--- config.mk ---
export PLATFORM = sky130hd
export DESIGN_NAME = seg7_decoder_rx
export DESIGN_NICKNAME = d
export VERILOG_FILES = /design/src/rtl/seg7_decoder_rx.sv
export SDC_FILE = /design/constraint.sdc
export NUM_CORES = 1
export LEC_CHECK = 0
export CAP_MARGIN = 20
export CORE_MARGIN = 5
export CORE_UTILIZATION = 50
export DETAILED_ROUTE_END_ITERATION = 6
export PLACE_DENSITY = 0.73
export SETUP_SLACK_MARGIN = 0.02
export SYNTH_ARGS = -nofsm -noshare
export SYNTH_HDL_FRONTEND = slang
export SYNTH_SLANG_ARGS = --single-unit
--- constraint.sdc ---
create_clock -name clk -period 2.4 [get_ports clk]
set_clock_uncertainty 0.15 [all_clocks]
set_input_delay 0.48 -clock clk [delete_from_list [all_inputs] [get_ports clk]]
set_output_delay 0.48 -clock clk [all_outputs]
set_load 0.01 [all_outputs]
--- src/rtl/seg7_decoder_rx.sv ---
// Seven-segment pattern receiver: debounces a sampled gfedcba pattern, decodes it to a hex
// digit and presents each new stable pattern once over a valid/ready handshake.
module seg7_decoder_rx #(
    parameter int unsigned STABLE_CYCLES = 4,
    parameter int unsigned ERR_W         = 8
) (
    input  logic             clk,
    input  logic             rst,
    input  logic [6:0]       seg_in,
    input  logic             out_ready,
    output logic             out_valid,
    output logic [3:0]       out_value,
    output logic             out_err,
    output logic [ERR_W-1:0] err_count
);

    localparam logic [3:0] CntMax = 4'(STABLE_CYCLES);

    typedef enum logic {StWait, StHold} state_e;

    state_e     state_q;
    logic [6:0] sample_q;
    logic [3:0] cnt_q;
    logic [3:0] cnt_d;
    logic       rec_valid_q;
    logic [6:0] rec_q;

    logic       stable;
    logic       is_blank;
    logic       fresh;
    logic       emit;
    logic [3:0] dec_value;
    logic       dec_err;

    // When cnt_d reaches CntMax, seg_in equals sample_q, so sample_q is the stable pattern.
    always_comb begin
        cnt_d = 4'd0;
        if (seg_in == sample_q) begin
            cnt_d = (cnt_q == CntMax) ? cnt_q : cnt_q + 4'd1;
        end
        stable   = (cnt_d == CntMax);
        is_blank = (sample_q == 7'b0000000);
        fresh    = !rec_valid_q || (sample_q != rec_q);
        emit     = (state_q == StWait) && stable && !is_blank && fresh;
    end

    always_comb begin
        dec_value = 4'h0;
        dec_err   = 1'b0;
        case (sample_q)
            7'b0111111: dec_value = 4'h0;
            7'b0000110: dec_value = 4'h1;
            7'b1011011: dec_value = 4'h2;
            7'b1001111: dec_value = 4'h3;
            7'b1100110: dec_value = 4'h4;
            7'b1101101: dec_value = 4'h5;
            7'b1111101: dec_value = 4'h6;
            7'b0000111: dec_value = 4'h7;
            7'b1111111: dec_value = 4'h8;
            7'b1101111: dec_value = 4'h9;
            7'b1110111: dec_value = 4'hA;
            7'b1111100: dec_value = 4'hB;
            7'b0111001: dec_value = 4'hC;
            7'b1011110: dec_value = 4'hD;
            7'b1111001: dec_value = 4'hE;
            7'b1110001: dec_value = 4'hF;
            default:    dec_err   = 1'b1;
        endcase
    end

    always_ff @(posedge clk or posedge rst) begin
        if (rst) begin
            state_q     <= StWait;
            sample_q    <= 7'b0000000;
            cnt_q       <= 4'd0;
            rec_valid_q <= 1'b0;
            rec_q       <= 7'b0000000;
            out_valid   <= 1'b0;
            out_value   <= 4'h0;
            out_err     <= 1'b0;
            err_count   <= '0;
        end else begin
            sample_q <= seg_in;
            cnt_q    <= cnt_d;
            // A stable blank forgets the last digit so it can be shown again afterwards.
            if (stable && is_blank) begin
                rec_valid_q <= 1'b0;
            end
            case (state_q)
                StWait: begin
                    if (emit) begin
                        state_q     <= StHold;
                        out_valid   <= 1'b1;
                        out_value   <= dec_value;
                        out_err     <= dec_err;
                        rec_q       <= sample_q;
                        rec_valid_q <= 1'b1;
                    end
                end
                StHold: begin
                    if (out_ready) begin
                        state_q   <= StWait;
                        out_valid <= 1'b0;
                        if (out_err && (err_count != {ERR_W{1'b1}})) begin
                            err_count <= err_count + 1'b1;
                        end
                    end
                end
                default: state_q <= StWait;
            endcase
        end
    end

endmodule

# Yosys cells after proc, flatten, opt, wreduce, memory -nomap -nowiden
# Index checks and enable logic that the tools add are counted.
dict set report classes {
  addsub 2
  eq_ne 23
  mux 13
  n_bitwise 1
  n_reduce_logical 13
}
# cell n
set op_table {}
lappend op_table {{$eq A7 B7 Y1 const B} 12}
lappend op_table {{$pmux W4 S15} 1}
lappend op_table {{$reduce_or A16 Y1} 1}
lappend op_table {{$eq A7 B3 Y1 const B} 2}
lappend op_table {{$eq A7 B6 Y1 const B} 2}
lappend op_table {{$add A8 B1 Y8 const B} 1}
lappend op_table {{$eq A4 B3 Y1 const B} 2}
lappend op_table {{$mux W1} 8}
lappend op_table {{$mux W4} 2}
lappend op_table {{$ne A8 B8 Y1 const B} 1}
lappend op_table {{$eq A7 B7 Y1} 1}
lappend op_table {{$logic_not A7 Y1} 1}
lappend op_table {{$ne A7 B7 Y1} 1}
lappend op_table {{$logic_and A1 B1 Y1} 5}
lappend op_table {{$add A4 B1 Y4 const B} 1}
lappend op_table {{$ne A2 B2 Y1 const B} 2}
lappend op_table {{$pmux W1 S2} 2}
lappend op_table {{$reduce_and A2 Y1} 2}
lappend op_table {{$reduce_and A3 Y1} 1}
lappend op_table {{$logic_not A1 Y1} 2}
lappend op_table {{$logic_or A1 B1 Y1} 1}
lappend op_table {{$not A1 Y1} 1}
dict set report totals {
  ff_bits 34
  in_bits 10
  out_inout_bits 14
  elab_cells 61
}

# Depth between registers and ports, before layout
dict set report depth {
  ltp_word 9
  mapped_depth 8
  depth_no_buf 7
}

# Least setup slack after synthesis
# Ideal clock, no wire load.
dict set report synth_path {
  kind {register to register}
  start {register cnt_q[0]}
  end {register out_err}
  setup_ps 125
  arrival_time_ps 1947
  required_ps 2125
  slack_ps 178
  path_stages_with_launch 9
  n_path_buf 1
  period_less_slack_ps 2222
  path_cell_list {dfrtp_1 inv_1 ha_1 o21a_1 o311a_1 nor3_2 nand4b_4 buf_6 mux2_4}
}
dict set report synth_via {
  elab_chain_cells 8
  word_cells_on_any_way 9
  cone_classes {add/sub: 1; eq/ne: 2; mux: 2; reduce/logical: 4}
}
# element line_no
set synth_rtl {}
lappend synth_rtl {{start, declared} 23} ;# logic [3:0] cnt_q;
lappend synth_rtl {{start signal, assigned} 84} ;# cnt_q <= cnt_d;
lappend synth_rtl {{$add A4 B1 Y4 / $eq A4 B3 Y1 (equally long branches)} 39} ;# cnt_d = (cnt_q == CntMax) ? cnt_q : cnt_q + 4'd1;
lappend synth_rtl {{$mux W4 *} 39}
lappend synth_rtl {{$mux W4 *} 38} ;# if (seg_in == sample_q) begin
lappend synth_rtl {{$eq A4 B3 Y1 *} 41} ;# stable = (cnt_d == CntMax);
lappend synth_rtl {{$logic_and A1 B1 Y1 * (3 in series)} 44} ;# emit = (state_q == StWait) && stable && !is_blank && fresh;
lappend synth_rtl {{$reduce_and A2 Y1 (no source line) *} -}
lappend synth_rtl {{end signal, assigned} 95} ;# out_err <= dec_err;
lappend synth_rtl {{end, declared} 13} ;# output logic out_err,
# Every way passes the cells marked *; elsewhere a longest branch is shown, timed or not.
# A chain may end at the register's enable or synchronous reset.

# Worst setup path after layout
dict set report layout_path {
  start {register cnt_q[0]}
  end {register rec_q[0]}
}
dict set report layout_via {
  elab_chain_cells 8
  word_cells_on_any_way 9
  cone_classes {add/sub: 1; eq/ne: 2; mux: 2; reduce/logical: 4}
}
# element line_no
set layout_rtl {}
lappend layout_rtl {{$add A4 B1 Y4 / $eq A4 B3 Y1 (equally long branches)} 39}
lappend layout_rtl {{$mux W4 *} 39}
lappend layout_rtl {{$mux W4 *} 38}
lappend layout_rtl {{$eq A4 B3 Y1 *} 41}
lappend layout_rtl {{$logic_and A1 B1 Y1 * (3 in series)} 44}
lappend layout_rtl {{$reduce_and A2 Y1 (no source line) *} -}
lappend layout_rtl {{end signal, assigned} 96} ;# rec_q <= sample_q;
lappend layout_rtl {{end, declared} 26} ;# logic [6:0] rec_q;
# Marked as above.

==> run_results.csv <==
group,metric,value,unit
run_status,status,"completed",
pwr,power_density,472,nW/um^2
synth,yosys_register_bits,34,
clocking,clock-sinks,34,
drt,dr_total_vias,1440,
sta,min_period,2370,ps
placement,dpl.cell_count,251,
floorplan,io_pins,24,
drt,route.detailed.wl_per_inst,15.2,microns
sta,hold_slack,324,ps
finish,syn_to_final_growth,25.4,%
global_routing,track_usage,16.5,%
sta,slew_headroom,70.0,%
global_routing,overflow,0,
critical_path,worstPathRequired,2420,ps
synth,yosys.area.top_type,"dfrtp_1",
synth,ys_seq_area_share,44.5,%
floorplan,initial_core_util,51.8,%
critical_path,endpoint_kind,"flip-flop",
global_routing,met1_usage,18.9,%
synth,synth_enable_flop_cells,0,
sta,hold_violations,0,
finish,num-nets-final,226,
finish,final_cell_mix,"dfrtp_1 (34), clkdlybuf4s50_1 (23), xor2_1 (17), buf_4 (13), nand2_1 (9)",
synth,netlist_top_cells_area,"dfrtp_1 (45%), xor2_1 (7.8%), mux2_4 (3.9%)",
pwr,total_power,1.13,mW
clocking,cts.reportedPaths.clkPinSlew,70,ps
finish,multi_input_area,1020,sq um
clocking,cts_tree,"done",
sta,fin_ws,28.1,ps
global_routing,met3_usage,3.09,%
finish,design_area,2400,sq um
critical_path,r2r-start,"cnt_q[0]",
critical_path,r2r_setup_slack,30,ps
placement,io_buffers,23,
synth,synth_cells,178,
worst_hold_path,hold_start,"out_valid",
global_routing,met2_usage,29.8,%
sta,max_freq,422,MHz
global_routing,grt_max_degree,35,
synth,synthArstFlopShare,100,%
global_routing,antenna_found_initial,0,
floorplan,coreArea,3690,sq um
floorplan,num_rows,22,
drt,postRouteAntennaNets,0,
drt,drc,0,
sta,setup_tns,0,ps
floorplan,dieWidth,71.8,microns
placement,post-dp-hpwl,2870,microns
placement,place_area,2240,sq um
global_routing,first_global_vias,1447,
synth,syn-num-nets,191,
finish,fill_cells,295,
drt,dr.pass1.iters,4,
finish,layout_commonest_cell,"dfrtp_1",
worst_hold_path,hp-class,"flip-flop to flip-flop",
finish,area.sequential,851,sq um
synth,yosysUniqueCellTypes,45,
global_routing,grt_pass1_wl,6690,microns
synth,yosysTopAreaCellShare,44.5,%
critical_path,critPathKind,"flip-flop to flip-flop",
finish,final_cells,262,
drt,drt_iter0_markers,69,
placement,place.gp.congestion,0.879,
finish,n_antenna_cell,0,
sta,setup_viol,0,
critical_path,r2r-end,"rec_q[0]",
sta,worstMarginPinSlew,445,ps
pwr,leakage,1.11,nW
floorplan,die_area,5160,sq um
drt,via_per_inst,5.50,
critical_path,r2r_cells,8,
critical_path,startpoint_type,"flip-flop",
pwr,max-vdd-ir-drop,0.247,mV
critical_path,cp.arrival,2390,ps
clocking,insertion_delay,280,ps
finish,utilization,65.0,%
clocking,htreeDepth,2,
placement,pre_cts_ws,-73.0,ps
clocking,cts_buffers,5,
floorplan,die_h,71.8,microns
synth,ys_warn_count,0,
clocking,hold_buffers,0,
sta,maxSlewViolCount,0,
finish,drive_gt1_share,20.1,%
global_routing,grt_busiest_layer,"met2",
clocking,cts_root_buf,"clkbuf_8",
clocking,clock_path_buffers,2,
worst_hold_path,whs_path_depth,2,
job,drv_cap,0,
worst_hold_path,whs_endpoint,"out_valid",
synth,synth.avg_cell_area,10.7,sq um
sta,fin_crit_sh,98.8,%
drt,wirelength,3980,microns
critical_path,cp_max_fo,5,
synth,synth_ff_type,"dfrtp_1",
synth,netlist_area,1910,sq um
## metal layers
layer  share of wire (%)  up-vias
met5                   0        -
met4                 1.0        0
met3                 3.4        4
met2                  55       22
met1                  41      707
li1                    -      707
## worst max-delay path, stage by stage (launching register included)
cell	delay, ps
dfrtp_1	420
inv_2	70
ha_2	210
o21a_1	210
o311a_4	330
nor3_4	260
buf_6	140
nand4b_4	130
mux2_4	320
## registers in the layout, indices dropped and copies added, names as in the netlist
signal,flops
out_valid,1
out_value,4
cnt_q,4
sample_q,7
rec_valid_q,1
rec_q,7
state_q,1
err_count,8
out_err,1
## kinds of logic after synthesis
family          synth area share [%]
flops                           44.5
fa+ha+maj                       1.96
buf+inv                         4.52
compound gates                  6.74
simple gates                    23.3
xor+xnor                        10.5
mux                             8.44
## power breakdown
group	internal (mW)	switching, mW
Clock	0.230	0.206
Combinational	0.0489	0.0537
Sequential	0.579	0.0139
## cell type report
cell class | instances | area share (%)
Inverter | 9 | 1.41
Sequential cell | 34 | 35.5
Clock inverter | 2 | 0.522
Clock buffer | 6 | 3.44
Multi-Input combinational cell | 126 | 42.5
Tap cell | 48 | 2.51
Timing Repair Buffer | 37 | 14.1
## Yosys cell counts (all sizes together) (2+ instances only)
| cell type | instances |
|---|---|
| nand4b | 3 |
| buf | 7 |
| inv | 9 |
| and2 | 2 |
| mux2 | 10 |
| nor3 | 5 |
| o21ai | 2 |
| mux2i | 3 |
| xor2 | 17 |
| a21oi | 7 |
| nand4 | 4 |
| nand4bb | 3 |
| nand3b | 2 |
| nor4 | 6 |
| nand2 | 9 |
| and3 | 4 |
| nand2b | 4 |
| xnor2 | 6 |
| ha | 3 |
| and4 | 2 |
| dfrtp | 34 |
| clkbuf | 3 |
| nand3 | 7 |
| nor2 | 8 |
| o22ai | 3 |
| nor4b | 2 |
## worst max path at each step
stage                    from            to  slack (ps)  cells after the start
floorplan            cnt_q[0]       out_err         180                      8
global placement    seg_in[3]  out_value[3]         -30                      7
detailed placement  seg_in[3]  out_value[3]         -70                      7
CTS                  cnt_q[0]  out_value[3]          40                      8
global route         cnt_q[0]      rec_q[0]         -20                      8
finish               cnt_q[0]      rec_q[0]          30                      8
## repair_timing
| action | in CTS | in global routing |
|---|---|---|
| gates resized for setup | 0 | 6 |
| setup endpoints to repair | 0 | 13 |
| setup buffers | 0 | 2 |
Power figures use the tool's default switching activity.
